[src/rtl/id_issue_stage.sv]
// RV32I decode/issue stage: operand bypass, load-use stall,
// early branch resolution and a one-entry ID/EX register.
module id_issue_stage #(
  parameter int FWD_N    = 3,
  parameter bit BR_IN_ID = 1'b1
) (
  input  logic                 clk,
  input  logic                 resetn,
  input  logic                 in_valid,
  output logic                 in_ready,
  input  logic [31:0]          in_instr,
  input  logic [31:0]          in_pc,
  output logic [4:0]           rf_raddr1,
  output logic [4:0]           rf_raddr2,
  input  logic [31:0]          rf_rdata1,
  input  logic [31:0]          rf_rdata2,
  input  logic [FWD_N-1:0]     fwd_valid,
  input  logic [FWD_N-1:0]     fwd_pend,
  input  logic [5*FWD_N-1:0]   fwd_rd,
  input  logic [32*FWD_N-1:0]  fwd_data,
  input  logic                 flush,
  output logic                 br_valid,
  output logic [31:0]          br_target,
  output logic                 out_valid,
  input  logic                 out_ready,
  output logic [31:0]          out_pc,
  output logic [31:0]          out_instr,
  output logic [31:0]          out_rs1v,
  output logic [31:0]          out_rs2v,
  output logic [31:0]          out_imm,
  output logic [4:0]           out_rd,
  output logic                 load_use,
  output logic [31:0]          stall_cnt
);

  localparam logic [6:0] OP_LUI   = 7'b0110111;
  localparam logic [6:0] OP_AUIPC = 7'b0010111;
  localparam logic [6:0] OP_JAL   = 7'b1101111;
  localparam logic [6:0] OP_JALR  = 7'b1100111;
  localparam logic [6:0] OP_BR    = 7'b1100011;
  localparam logic [6:0] OP_ST    = 7'b0100011;
  localparam logic [6:0] OP_R     = 7'b0110011;

  typedef struct packed {
    logic [31:0] pc;
    logic [31:0] instr;
    logic [31:0] rs1v;
    logic [31:0] rs2v;
    logic [31:0] imm;
    logic [4:0]  rd;
  } ent_t;

  logic [6:0] opc;
  logic [2:0] f3;
  logic [4:0] rs1, rs2, rd;
  logic is_lui, is_auipc, is_jal, is_jalr;
  logic is_br, is_st, is_r;
  logic use1, use2, wr_rd;

  assign opc = in_instr[6:0];
  assign f3  = in_instr[14:12];
  assign rs1 = in_instr[19:15];
  assign rs2 = in_instr[24:20];
  assign rd  = in_instr[11:7];

  assign is_lui   = (opc == OP_LUI);
  assign is_auipc = (opc == OP_AUIPC);
  assign is_jal   = (opc == OP_JAL);
  assign is_jalr  = (opc == OP_JALR);
  assign is_br    = (opc == OP_BR);
  assign is_st    = (opc == OP_ST);
  assign is_r     = (opc == OP_R);

  assign use1  = ~(is_lui | is_auipc | is_jal);
  assign use2  = is_r | is_st | is_br;
  assign wr_rd = ~(is_st | is_br);

  assign rf_raddr1 = rs1;
  assign rf_raddr2 = rs2;

  logic [31:0] imm_i, imm_s, imm_b, imm_u, imm_j, imm;

  assign imm_i = {{20{in_instr[31]}}, in_instr[31:20]};
  assign imm_s = {{20{in_instr[31]}}, in_instr[31:25],
                  in_instr[11:7]};
  assign imm_b = {{19{in_instr[31]}}, in_instr[31], in_instr[7],
                  in_instr[30:25], in_instr[11:8], 1'b0};
  assign imm_u = {in_instr[31:12], 12'b0};
  assign imm_j = {{11{in_instr[31]}}, in_instr[31],
                  in_instr[19:12], in_instr[20],
                  in_instr[30:21], 1'b0};

  always_comb begin
    imm = imm_i;
    unique case (1'b1)
      is_r:             imm = '0;
      is_st:            imm = imm_s;
      is_br:            imm = imm_b;
      is_lui, is_auipc: imm = imm_u;
      is_jal:           imm = imm_j;
      default:          imm = imm_i;
    endcase
  end

  logic [31:0] rs1v, rs2v;
  logic        pend1, pend2;

  // Scan oldest to youngest so the youngest match overwrites.
  always_comb begin
    rs1v  = rf_rdata1;
    rs2v  = rf_rdata2;
    pend1 = 1'b0;
    pend2 = 1'b0;
    for (int i = FWD_N - 1; i >= 0; i--) begin
      if (fwd_valid[i] && fwd_rd[5*i +: 5] == rs1) begin
        rs1v  = fwd_data[32*i +: 32];
        pend1 = fwd_pend[i];
      end
      if (fwd_valid[i] && fwd_rd[5*i +: 5] == rs2) begin
        rs2v  = fwd_data[32*i +: 32];
        pend2 = fwd_pend[i];
      end
    end
    if (rs1 == 5'd0) begin
      rs1v  = '0;
      pend1 = 1'b0;
    end
    if (rs2 == 5'd0) begin
      rs2v  = '0;
      pend2 = 1'b0;
    end
  end

  logic fire;

  assign load_use = in_valid & ((use1 & pend1) | (use2 & pend2));
  assign in_ready = ~load_use & ~flush & (~out_valid | out_ready);
  assign fire     = in_valid & in_ready;

  logic taken;

  always_comb begin
    taken = 1'b0;
    unique case (1'b1)
      is_jal, is_jalr: taken = 1'b1;
      is_br: begin
        case (f3)
          3'b000:  taken = (rs1v == rs2v);
          3'b001:  taken = (rs1v != rs2v);
          3'b100:  taken = ($signed(rs1v) < $signed(rs2v));
          3'b101:  taken = ($signed(rs1v) >= $signed(rs2v));
          3'b110:  taken = (rs1v < rs2v);
          3'b111:  taken = (rs1v >= rs2v);
          default: taken = 1'b0;
        endcase
      end
      default: taken = 1'b0;
    endcase
  end

  assign br_valid  = BR_IN_ID & fire & taken;
  assign br_target = is_jalr ? ((rs1v + imm_i) & ~32'd1)
                             : (in_pc + imm);

  ent_t        ent_d, ent_q;
  logic        vld_d, vld_q;
  logic [31:0] cnt_d, cnt_q;

  always_comb begin
    vld_d = vld_q;
    ent_d = ent_q;
    if (flush) begin
      vld_d = 1'b0;
    end else if (fire) begin
      vld_d       = 1'b1;
      ent_d.pc    = in_pc;
      ent_d.instr = in_instr;
      ent_d.rs1v  = use1 ? rs1v : '0;
      ent_d.rs2v  = use2 ? rs2v : '0;
      ent_d.imm   = imm;
      ent_d.rd    = wr_rd ? rd : 5'd0;
    end else if (out_ready) begin
      vld_d = 1'b0;
    end
    cnt_d = (load_use && cnt_q != '1) ? cnt_q + 32'd1 : cnt_q;
  end

  always_ff @(posedge clk) begin
    if (!resetn) begin
      vld_q <= 1'b0;
      ent_q <= '0;
      cnt_q <= '0;
    end else begin
      vld_q <= vld_d;
      ent_q <= ent_d;
      cnt_q <= cnt_d;
    end
  end

  assign out_valid = vld_q;
  assign out_pc    = ent_q.pc;
  assign out_instr = ent_q.instr;
  assign out_rs1v  = ent_q.rs1v;
  assign out_rs2v  = ent_q.rs2v;
  assign out_imm   = ent_q.imm;
  assign out_rd    = ent_q.rd;
  assign stall_cnt = cnt_q;

endmodule

[config.mk]
export PLATFORM = sky130hd
export DESIGN_NAME = id_issue_stage
export DESIGN_NICKNAME = d
export VERILOG_FILES = /design/src/rtl/id_issue_stage.sv
export SDC_FILE = /design/constraint.sdc
export NUM_CORES = 1
export LEC_CHECK = 0
export CORE_MARGIN = 8
export CORE_UTILIZATION = 30
export DETAILED_ROUTE_END_ITERATION = 10
export PLACE_DENSITY_LB_ADDON = 0.1
export SLEW_MARGIN = 20
export SYNTH_ARGS = -nofsm -noshare
export SYNTH_HDL_FRONTEND = slang
export SYNTH_SLANG_ARGS = --single-unit
[constraint.sdc]
create_clock -name clk -period 15.67 [get_ports clk]
set_clock_uncertainty 0.1 [all_clocks]
set_input_delay 4.701 -clock clk [delete_from_list [all_inputs] [get_ports clk]]
set_output_delay 4.701 -clock clk [all_outputs]
set_load 0.01 [all_outputs]
==> impl_summary.md, run 1 <==
Synth
The number of nets handed over by synthesis was approximately 2300. The number of distinct standard cells referenced by the synthesized netlist is between 70 and 80. The register area share after synthesis is 26.5%. In the synthesized netlist the dominant register cell turns out to be sky130_fd_sc_hd__dfxtp_1.

The post-synthesis sequential element count is about 200. The number of cells produced by synthesis is approximately 2000. The count of flip-flops with a built-in enable after synthesis is 0.

The synthesized area per cell is roughly 7.6 sq um. The Yosys step of the flow raised 0 warnings. The async set-or-reset flop fraction in the synthesized netlist is 0%. The synthesized netlist occupies a cell area of 0.0150 sq mm.

Floorplanning
The floorplan core area is between 0.04 and 0.05 sq mm. The number of I/O pins is just under 500. From bottom edge to top edge, the die measures approximately 240 um.

The initial cell density of the core is a little under a third. The floorplan has slightly above 80 rows. The die covers around 0.057 sq mm.

The x dimension of the die is 239 um.

STA
Derived from the worst setup path, the maximum achievable clock frequency is ~65 MHz. Setup repair after global routing left no endpoint under its margin. The sum of negative setup slack is 0 ns. On the final layout, the worst hold slack is 0.353 ns. The measured slew at the worst slew-check pin is ~1.1 ns. The portion of the clock cycle consumed by the worst path in the final layout is a little over nine tenths. The max-slew violation total from the final report came to 0. The final number of hold-violating endpoints is 0.

Setup violations remaining at the end of the flow were counted as 0. The clock period could shrink to around 15 ns. Headroom to the max-slew limit came out at a little over a quarter.

Clock network
The clock net in this run drives a total of 198 sinks. The maximum clock insertion buffer count is 2. The clock transition time at the flip-flop clock pins of the worst setup and hold paths is around 0.070 ns.

Clock tree synthesis selected as its root buffer the cell sky130_fd_sc_hd__clkbuf_16. The number of buffers added by the clock tree synthesis step is 17. At the later pin of the worst-skew pair, clock insertion delay measures between 0.4 and 0.5 ns. TritonCTS built the clock tree. After clock tree synthesis, the flow added hold-fix buffers numbering 0. The H-tree was split into 4 levels.

Power
Combinational logic burns 37.7% of the power. Dividing total power by cell area gives a power density of roughly 75 mW/mm^2. The overall power consumption is approximately 1600 uW.

The register share of total power is approximately 33%. The maximum ir drop on the vdd rail is 83.1 uV. The net switching power of the design is around 590 uW. The clock network fraction of total power is approximately 29%. Cell internal power was estimated by the tool at approximately 1000 uW. The switching share of power is 36.5%. The cell leakage power is between 0.008 and 0.009 uW.

Drt
In this run the remaining antenna-violating nets after routing total 0. Before antenna repair, the detailed router went through 5 iterations. Using the TritonRoute via totals, the vias-per-cell ratio works out to between 5 and 6.

Summed over all layers, the routed wires come to about 76000 um. Dividing the detail-routed wire length by the instance count gives about 24 um. The number of DRC markers in iteration 0 is 947. The routed via count is between 15000 and 20000. The post-detailed-route DRC marker count is 0.

Critical path
Data on the critical path arrives at its endpoint at ~11 ns. In this run the worst path has a maximum fanout of 18. STA classifies the critical path endpoint as an output pin. For this run, the slowest stage of the critical path takes roughly 0.61 ns.

The largest individual stage delay along the critical path comes from the cell sky130_fd_sc_hd__clkdlybuf4s50_1. Counting stages on the worst path, the most repeated cell is sky130_fd_sc_hd__a21o_1. The worst setup path is launched from an input port. The critical path goes through clkdlybuf4s50_1 > xnor2_1 > nand2_1 > nor2_4 > buf_12 > mux2i_1 > a211oi_1 > a21oi_1 > nor2_1 > ha_1 > a21o_1 > a21o_1 > a21o_1 > a21o_1 > a211oi_2 > nand2_1 > o311a_1 > a311o_1 > and2_4 > or4_4 > a31oi_4 > xnor2_1 > o21ai_2 > clkdlybuf4s50_1.

The critical path is of the in -> out type. The required time at the endpoint of the critical path is approximately 11 ns.

Layout
The number of nets at the end of the flow is about 2800. Relative to the synthesized area, the layout overhead comes to 43.7%. Cells with a size suffix above 1 make up 7.90% of the layout.

Global routing
The first-pass GRT wire length is about 110000 um. The final global-route overflow total is 0. The number of antenna violations at the first check in global routing is 14. Entering global routing, the biggest net connects 105 pins.

The number of global-route vias before repair is 16048. In the global route stage, overall resource usage came out at around 25%.

Placement
The routability congestion estimate from global placement is between 0.9 and 1. The number of port buffers is 492. Once detailed placement completed, the half-perimeter wirelength came to roughly 63000 um.

Outcome
The run finished with clean final reports.

Min path
The min-delay analysis places its worst path in the category reg -> reg.

Flow run
The number of max-cap violations is 0.
## metal layers
layer | global-route usage (%) | part of all wire (%) | up-vias | routed length (um)
met4 | 8.40 | 3.0 | 12 | 2280
met5 | 0 | 0.12 | - | 89
met1 | 30.9 | 43 | 7606 | 32500
met3 | 6.79 | 6.4 | 95 | 4860
li1 | - | - | 7848 | -
met2 | 43.4 | 47 | 500 | 36000
## critical path: cells and delay by family
kind | cells | cell delay (ns)
mux | 1 | 0.10
xor+xnor | 2 | 0.39
simple gates | 6 | 1.21
fa+ha+maj | 1 | 0.29
compound gates | 11 | 2.40
buf+inv | 3 | 1.40
## layout make-up
class	count	area [sq um]
fillers	5109	28200
multi-input cells	1613	10400
repair buffers	579	5630
flip-flops and latches	198	3960
well taps	672	841
clock buffers	17	425
clock inverters	15	199
inverters	21	78.8
diodes	8	20.0
## registers in the layout (all words and copies together), names as in the netlist
signal     cells
out_rd         5
out_imm       32
stall_cnt     32
out_rs2v      32
out_pc        32
out_instr     32
out_valid      1
out_rs1v      32
## logic make-up after synthesis
| group | after synthesis | share of synthesized area [%] |
|---|---|---|
| AOI/OAI and AO/OA | 547 | 24.0 |
| muxes | 76 | 5.10 |
| adders and majority gates | 96 | 8.10 |
| buffers and inverters | 161 | 4.66 |
| and+or+nand+nor | 780 | 25.0 |
| xor gates and xnor gates | 114 | 6.67 |
| DFF | 198 | 26.5 |
## Yosys cell counts (65+ instances only)
cell type / number / area share, %
sky130_fd_sc_hd__a211oi_1: 65 / 3.3
sky130_fd_sc_hd__a21boi_0: 80 / 4.0
sky130_fd_sc_hd__a21oi_1: 176 / 5.9
sky130_fd_sc_hd__clkbuf_1: 89 / 2.2
sky130_fd_sc_hd__dfxtp_1: 198 / 26
sky130_fd_sc_hd__ha_1: 92 / 7.7
sky130_fd_sc_hd__mux2i_1: 74 / 4.9
sky130_fd_sc_hd__nand2_1: 281 / 7.0
sky130_fd_sc_hd__nand3_1: 67 / 2.2
sky130_fd_sc_hd__nor2_1: 149 / 3.7
sky130_fd_sc_hd__nor2b_1: 71 / 3.0
sky130_fd_sc_hd__xnor2_1: 75 / 4.4
## worst paths after layout
check	end	cells after the start	startpoint	slack, ns
max reg2reg	stall_cnt[29]	13	stall_cnt[3]	12.67
min	out_instr[19]	2	out_instr[19]	0.35
max	br_target[30]	24	in_instr[15]	0.36
min reg2reg	out_instr[19]	2	out_instr[19]	0.35
## power by group through the flow
stage | registers (uW) | logic (uW) | clock network, uW
after floorplan | 549 | 294 | 0
after global placement | 541 | 605 | 0
after detailed placement | 542 | 605 | 0
after CTS | 530 | 608 | 488
after global routing | 532 | 650 | 508
final | 530 | 605 | 471
## placed cells by master, fill, tap and decap left out, types with 59 or more instances in the layout
cell type and n:
sky130_fd_sc_hd__clkdlybuf4s50_1 486, sky130_fd_sc_hd__nand2_1 280, sky130_fd_sc_hd__dfxtp_1 198, sky130_fd_sc_hd__a21oi_1 174
sky130_fd_sc_hd__nor2_1 146, sky130_fd_sc_hd__ha_1 92, sky130_fd_sc_hd__buf_4 85, sky130_fd_sc_hd__a21boi_0 80
sky130_fd_sc_hd__xnor2_1 75, sky130_fd_sc_hd__mux2i_1 74, sky130_fd_sc_hd__nor2b_1 71, sky130_fd_sc_hd__nand3_1 66
sky130_fd_sc_hd__a211oi_1 65, sky130_fd_sc_hd__a21o_1 59
## timing repair
action,4_1_cts,5_1_grt
gates resized for setup,0,7
endpoints found under the setup margin,0,4
buffers inserted,0,0
## through the flow
step	instances	instance area (sq um)	setup slack [ns]	util (%)
after floorplan	1972	15000	1.10	-
after global placement	3083	20900	0.238	41.9
after detailed placement	3083	20900	0.121	41.9
after CTS	3115	21500	0.108	43.2
after global routing	3117	21500	0.0270	43.2
final	3123	21500	0.359	43.2
Note: power is estimated with default switching activity, not from simulation.
==> run 2: changes to the inputs <==
--- a/config.mk
+++ b/config.mk
@@ -7,2 +7,3 @@
 export LEC_CHECK = 0
+export ABC_AREA = 1
 export CORE_MARGIN = 8
==> constraint.sdc (replaced) <==
create_clock -name clk -period 15.67 [get_ports clk]
set_clock_uncertainty 0.1 [all_clocks]
set_input_delay 3.134 -clock clk [delete_from_list [all_inputs] [get_ports clk]]
set_output_delay 3.134 -clock clk [all_outputs]
set_load 0.01 [all_outputs]
==> run 2 against run 1 <==
Effect of this change:
- worst setup slack gained 2.3 ns
- power grew 1.2%
- worst hold slack gained 0.014 ns
- via count grew 13%
- cell count grew 14%
- critical endpoint is now br_valid
==> impl_summary.md, run 2 <==
Outcome
The flow ran to the end, and the final reports show no timing, DRC or antenna violations.

STA
Setup repair after global routing left no endpoint under its margin. The highest achievable clock rate is between 70 and 80 MHz. Headroom to the max-slew limit came out at 29.1%. For the pin with the worst max-slew slack, the measured transition is ~1.1 ns.

In the finished design, the share of the clock period the worst path needs comes to between 80% and 90%. The shortest clock period the worst path allows after layout is approximately 13 ns. Setup violations remaining at the end of the flow were counted as 0. The final number of hold-violating endpoints is 0. The max-slew violation total from the final report is 0. The sum of negative setup slack is 0 ns.

Global routing
The pin count of the biggest net entering global routing is between 100 and 150. The met1 capacity usage during global routing is about a third. The number of antenna violations at the first check in global routing is 7.

The routing layer with the top usage in global route is met2. For met2 alone, demand over resource in global routing was approximately 44%. The first-pass GRT wire length is between 100000 and 150000 um.

After global routing the overflow that remains totals 0. The number of global-route vias before repair came to 17574. Across every metal layer, demand over resource in global routing totals a little over a quarter. The met3 usage in global routing is 4.95%.

Clock network
The tree is rooted in a sky130_fd_sc_hd__clkbuf_16. The clock sink total is 198. The count of hold-fix buffers inserted at cts is 0. Once the clock tree was built, the resizer swapped 0 gates to a different size.

The CTS tree is done. The H-tree was split into 4 levels. The number of buffers added by the clock tree synthesis step is 17. The post-CTS setup buffer count is 0. The maximum clock insertion buffer count is 2. The source-to-sink clock delay at the later pin of the worst-skew pair is between 0.4 and 0.5 ns. Clock-pin slew was measured on the worst setup and hold paths at about 0.080 ns.

Synth
In this run, synthesis produced a sequential element count of 198. The number of distinct standard cells referenced by the synthesized netlist is just over 60. Yosys mapped a number of flops with a built-in enable equal to 0.

The synthesized netlist occupies a cell area of ~0.015 sq mm. The number of cells produced by synthesis is approximately 2500. Among all flip-flop cells after synthesis, the most frequent one is sky130_fd_sc_hd__dfxtp_1.

The leading area contributor after synthesis is sky130_fd_sc_hd__dfxtp_1. The async set-or-reset flop fraction in the synthesized netlist is 0%. Sorting the synthesized cells by area gives the leading types as sky130_fd_sc_hd__dfxtp_1 26%, sky130_fd_sc_hd__nand2_1 15%, sky130_fd_sc_hd__o21ai_0 9.4%. In the post-synthesis netlist, the cell with the most instances is sky130_fd_sc_hd__nand2_1. By count the netlist is led by 599 x sky130_fd_sc_hd__nand2_1, 286 x sky130_fd_sc_hd__o21ai_0, 285 x sky130_fd_sc_hd__a21oi_1. The synthesized area per cell is 6.21 sq um. The Yosys step of the flow raised 0 warnings.

After synthesis, flip-flops and latches occupy about a quarter of the total area. In this run the biggest area consumer among cell types represents 26.0% of the synthesized area. The net count after synthesis is 2802.

Drt
The number of DRC markers in iteration 0 is 1361. In the routed layout, each cell is associated on average with a via count of around 5.1. The average routed wire per standard cell is 22.4 um. The post-detailed-route DRC marker count is 0. The first detailed-routing pass ran for 6 iterations.

The routed via count is between 15000 and 20000. For this block, the routed nets add up to just under 80000 um of wire. The remaining antenna violation count is 0.

Min path
The critical hold path startpoint is out_imm[18]. The worst hold path was traced through 2 stages. The worst hold path belongs to the class reg -> reg.

Floorplanning
The overall die area is between 0.05 and 0.06 sq mm. The floorplan has 82 rows. The vertical die dimension is roughly 240 um. The floorplan step set the die width to roughly 240 um.

The floorplan core area is about 0.05 sq mm. The initial cell density of the core is between 30% and 40%. 493 I/O pins were placed.

Critical path
The depth of the most critical reg-to-reg path is 8. Of all nets on the critical path, the largest fanout is 34. The signal on the critical path passes through clkdlybuf4s50_1 > inv_2 > nand2_1 > o21ai_1 > a21oi_1 > nand3b_2 > clkinv_1 > o21ai_0 > ha_1 > nand4_1 > nor3_1 > nand4_1 > nor4_1 > nand4_1 > nand2_1 > o211ai_1 > nand2_1 > nor2_1 > nand3_1 > nand2_1 > a21oi_1 > clkdlybuf4s50_1.

The critical path's largest stage delay is about 1.1 ns. The critical path starts at in_instr[22]. The most prevalent standard cell on the critical path is sky130_fd_sc_hd__nand2_1. The worst-case register-to-register setup slack is 12.21 ns. The worst flop-to-flop path startpoint is out_valid. The number of buffers and inverters on the critical path is 4. The family with the most delay on the worst path is buffers and inverters.

At the worst endpoint, the required time is 12.44 ns. The critical path data arrival time is slightly below 10 ns. The highest-delay cell along the critical path is sky130_fd_sc_hd__clkinv_1. The kind of start point of the critical path is an input port. The type of the worst setup path is in -> out. The count of cell instances traversed by the critical path is 22. STA classifies the critical path endpoint as an output pin.

Power
For this design the ratio of total power to cell area is about 77 mW/mm^2. The cell leakage power is approximately 0.0087 uW. The maximum ir drop on the vdd rail is roughly 87 uV.

Summing internal, switching and leakage power gives 1620 uW.

Flow run
Max-cap violations in this run came to 0.

Layout
The net count of the finished layout is roughly 3200. Leaving out fill and tap cells, the most frequent cell in the layout is sky130_fd_sc_hd__nand2_1. Of the cells placed in the final design, the portion with a size suffix greater than 1 is approximately 3.9%. The top cell types in the final layout, fill and taps aside, are 598 x sky130_fd_sc_hd__nand2_1, 491 x sky130_fd_sc_hd__clkdlybuf4s50_1, 286 x sky130_fd_sc_hd__o21ai_0. The area overhead of the layout relative to synthesis is 39.0%.

Placement
The routability congestion estimate from global placement is roughly 0.92. The HPWL reported at the end of detailed placement is between 60000 and 70000 um. The number of port buffers is 492.
[run 2: changes by cell type after synthesis, moves of 58 or more]
cell	delta
sky130_fd_sc_hd__inv_1	+231
sky130_fd_sc_hd__nand2_1	+318
sky130_fd_sc_hd__nor2b_1	-71
sky130_fd_sc_hd__a21boi_0	-76
sky130_fd_sc_hd__a21oi_1	+109
sky130_fd_sc_hd__xnor2_1	-64
sky130_fd_sc_hd__nor2_1	+75
sky130_fd_sc_hd__o21ai_0	+231
sky130_fd_sc_hd__mux2i_1	-69
sky130_fd_sc_hd__a211oi_1	-58
[run 2: worst reg2reg max path, cell delays in order, from the launching register on]
cell and delay (ns):
sky130_fd_sc_hd__dfxtp_1 0.32, sky130_fd_sc_hd__inv_1 0.05, sky130_fd_sc_hd__nor2_1 0.05, sky130_fd_sc_hd__nor3_2 0.29, sky130_fd_sc_hd__nand2_4 0.33, sky130_fd_sc_hd__inv_6 0.75, sky130_fd_sc_hd__buf_4 0.95, sky130_fd_sc_hd__o21ai_0 0.32
sky130_fd_sc_hd__o211a_1 0.18
[run 2: final cells by class]
cell class	instances	area [sq um]
Antenna cell	8	20.0
Clock buffer	17	425
Clock inverter	15	183
Fill cell	5298	29000
Inverter	268	1020
Multi-Input combinational cell	1866	9750
Sequential cell	198	3960
Tap cell	672	841
Timing Repair Buffer	504	5010
[run 2: metrics by stage]
step	std cells	util, %	worst slack [ns]	cell area, sq um	hold slack, ns
floorplan	2458	-	5.98	15300	0.388
global placement	3508	41.0	2.75	20600	0.351
detailed placement	3508	41.0	2.68	20600	0.354
CTS	3540	42.2	2.63	21200	0.367
global route	3545	42.3	2.20	21200	0.379
finish	3548	42.3	2.65	21200	0.367
[run 2: power breakdown]
group	internal, uW	total (uW)	switching (uW)	leakage [uW]
Clock	229	474	244	0.000294
Sequential	527	541	14.2	0.00162
Combinational	252	609	357	0.00676
Total	1010	1620	616	0.00867
[run 2: final timing paths]
check                     end
hold reg to reg   out_imm[18]
setup / recovery     br_valid
hold / removal    out_imm[18]
setup reg to reg  out_rs1v[0]
[run 2: cells by family (layout without fill, tap and decap cells)]
| group | Yosys count | in the layout | synth area share, % |
|---|---|---|---|
| flip-flops | 198 | 198 | 26.0 |
| multiplexers | 5 | 5 | 0.328 |
| buffers and inverters | 394 | 804 | 10.2 |
| other | 0 | 8 | 0 |
| AO/OA/AOI/OAI | 714 | 714 | 25.8 |
| XOR/XNOR | 24 | 24 | 1.38 |
| adder cells (fa/ha/maj) | 94 | 94 | 7.81 |
| AND/OR/NAND/NOR | 1029 | 1029 | 28.6 |
[run 2: per-layer routing]
| metal | share of wire [%] | routed length (um) | vias to the layer above |
|---|---|---|---|
| met1 | 42 | 33400 | 8487 |
| li1 | - | - | 9001 |
| met2 | 49 | 38600 | 626 |
| met4 | 2.9 | 2320 | 2 |
| met3 | 6.3 | 5000 | 95 |
| met5 | 0.016 | 13 | - |
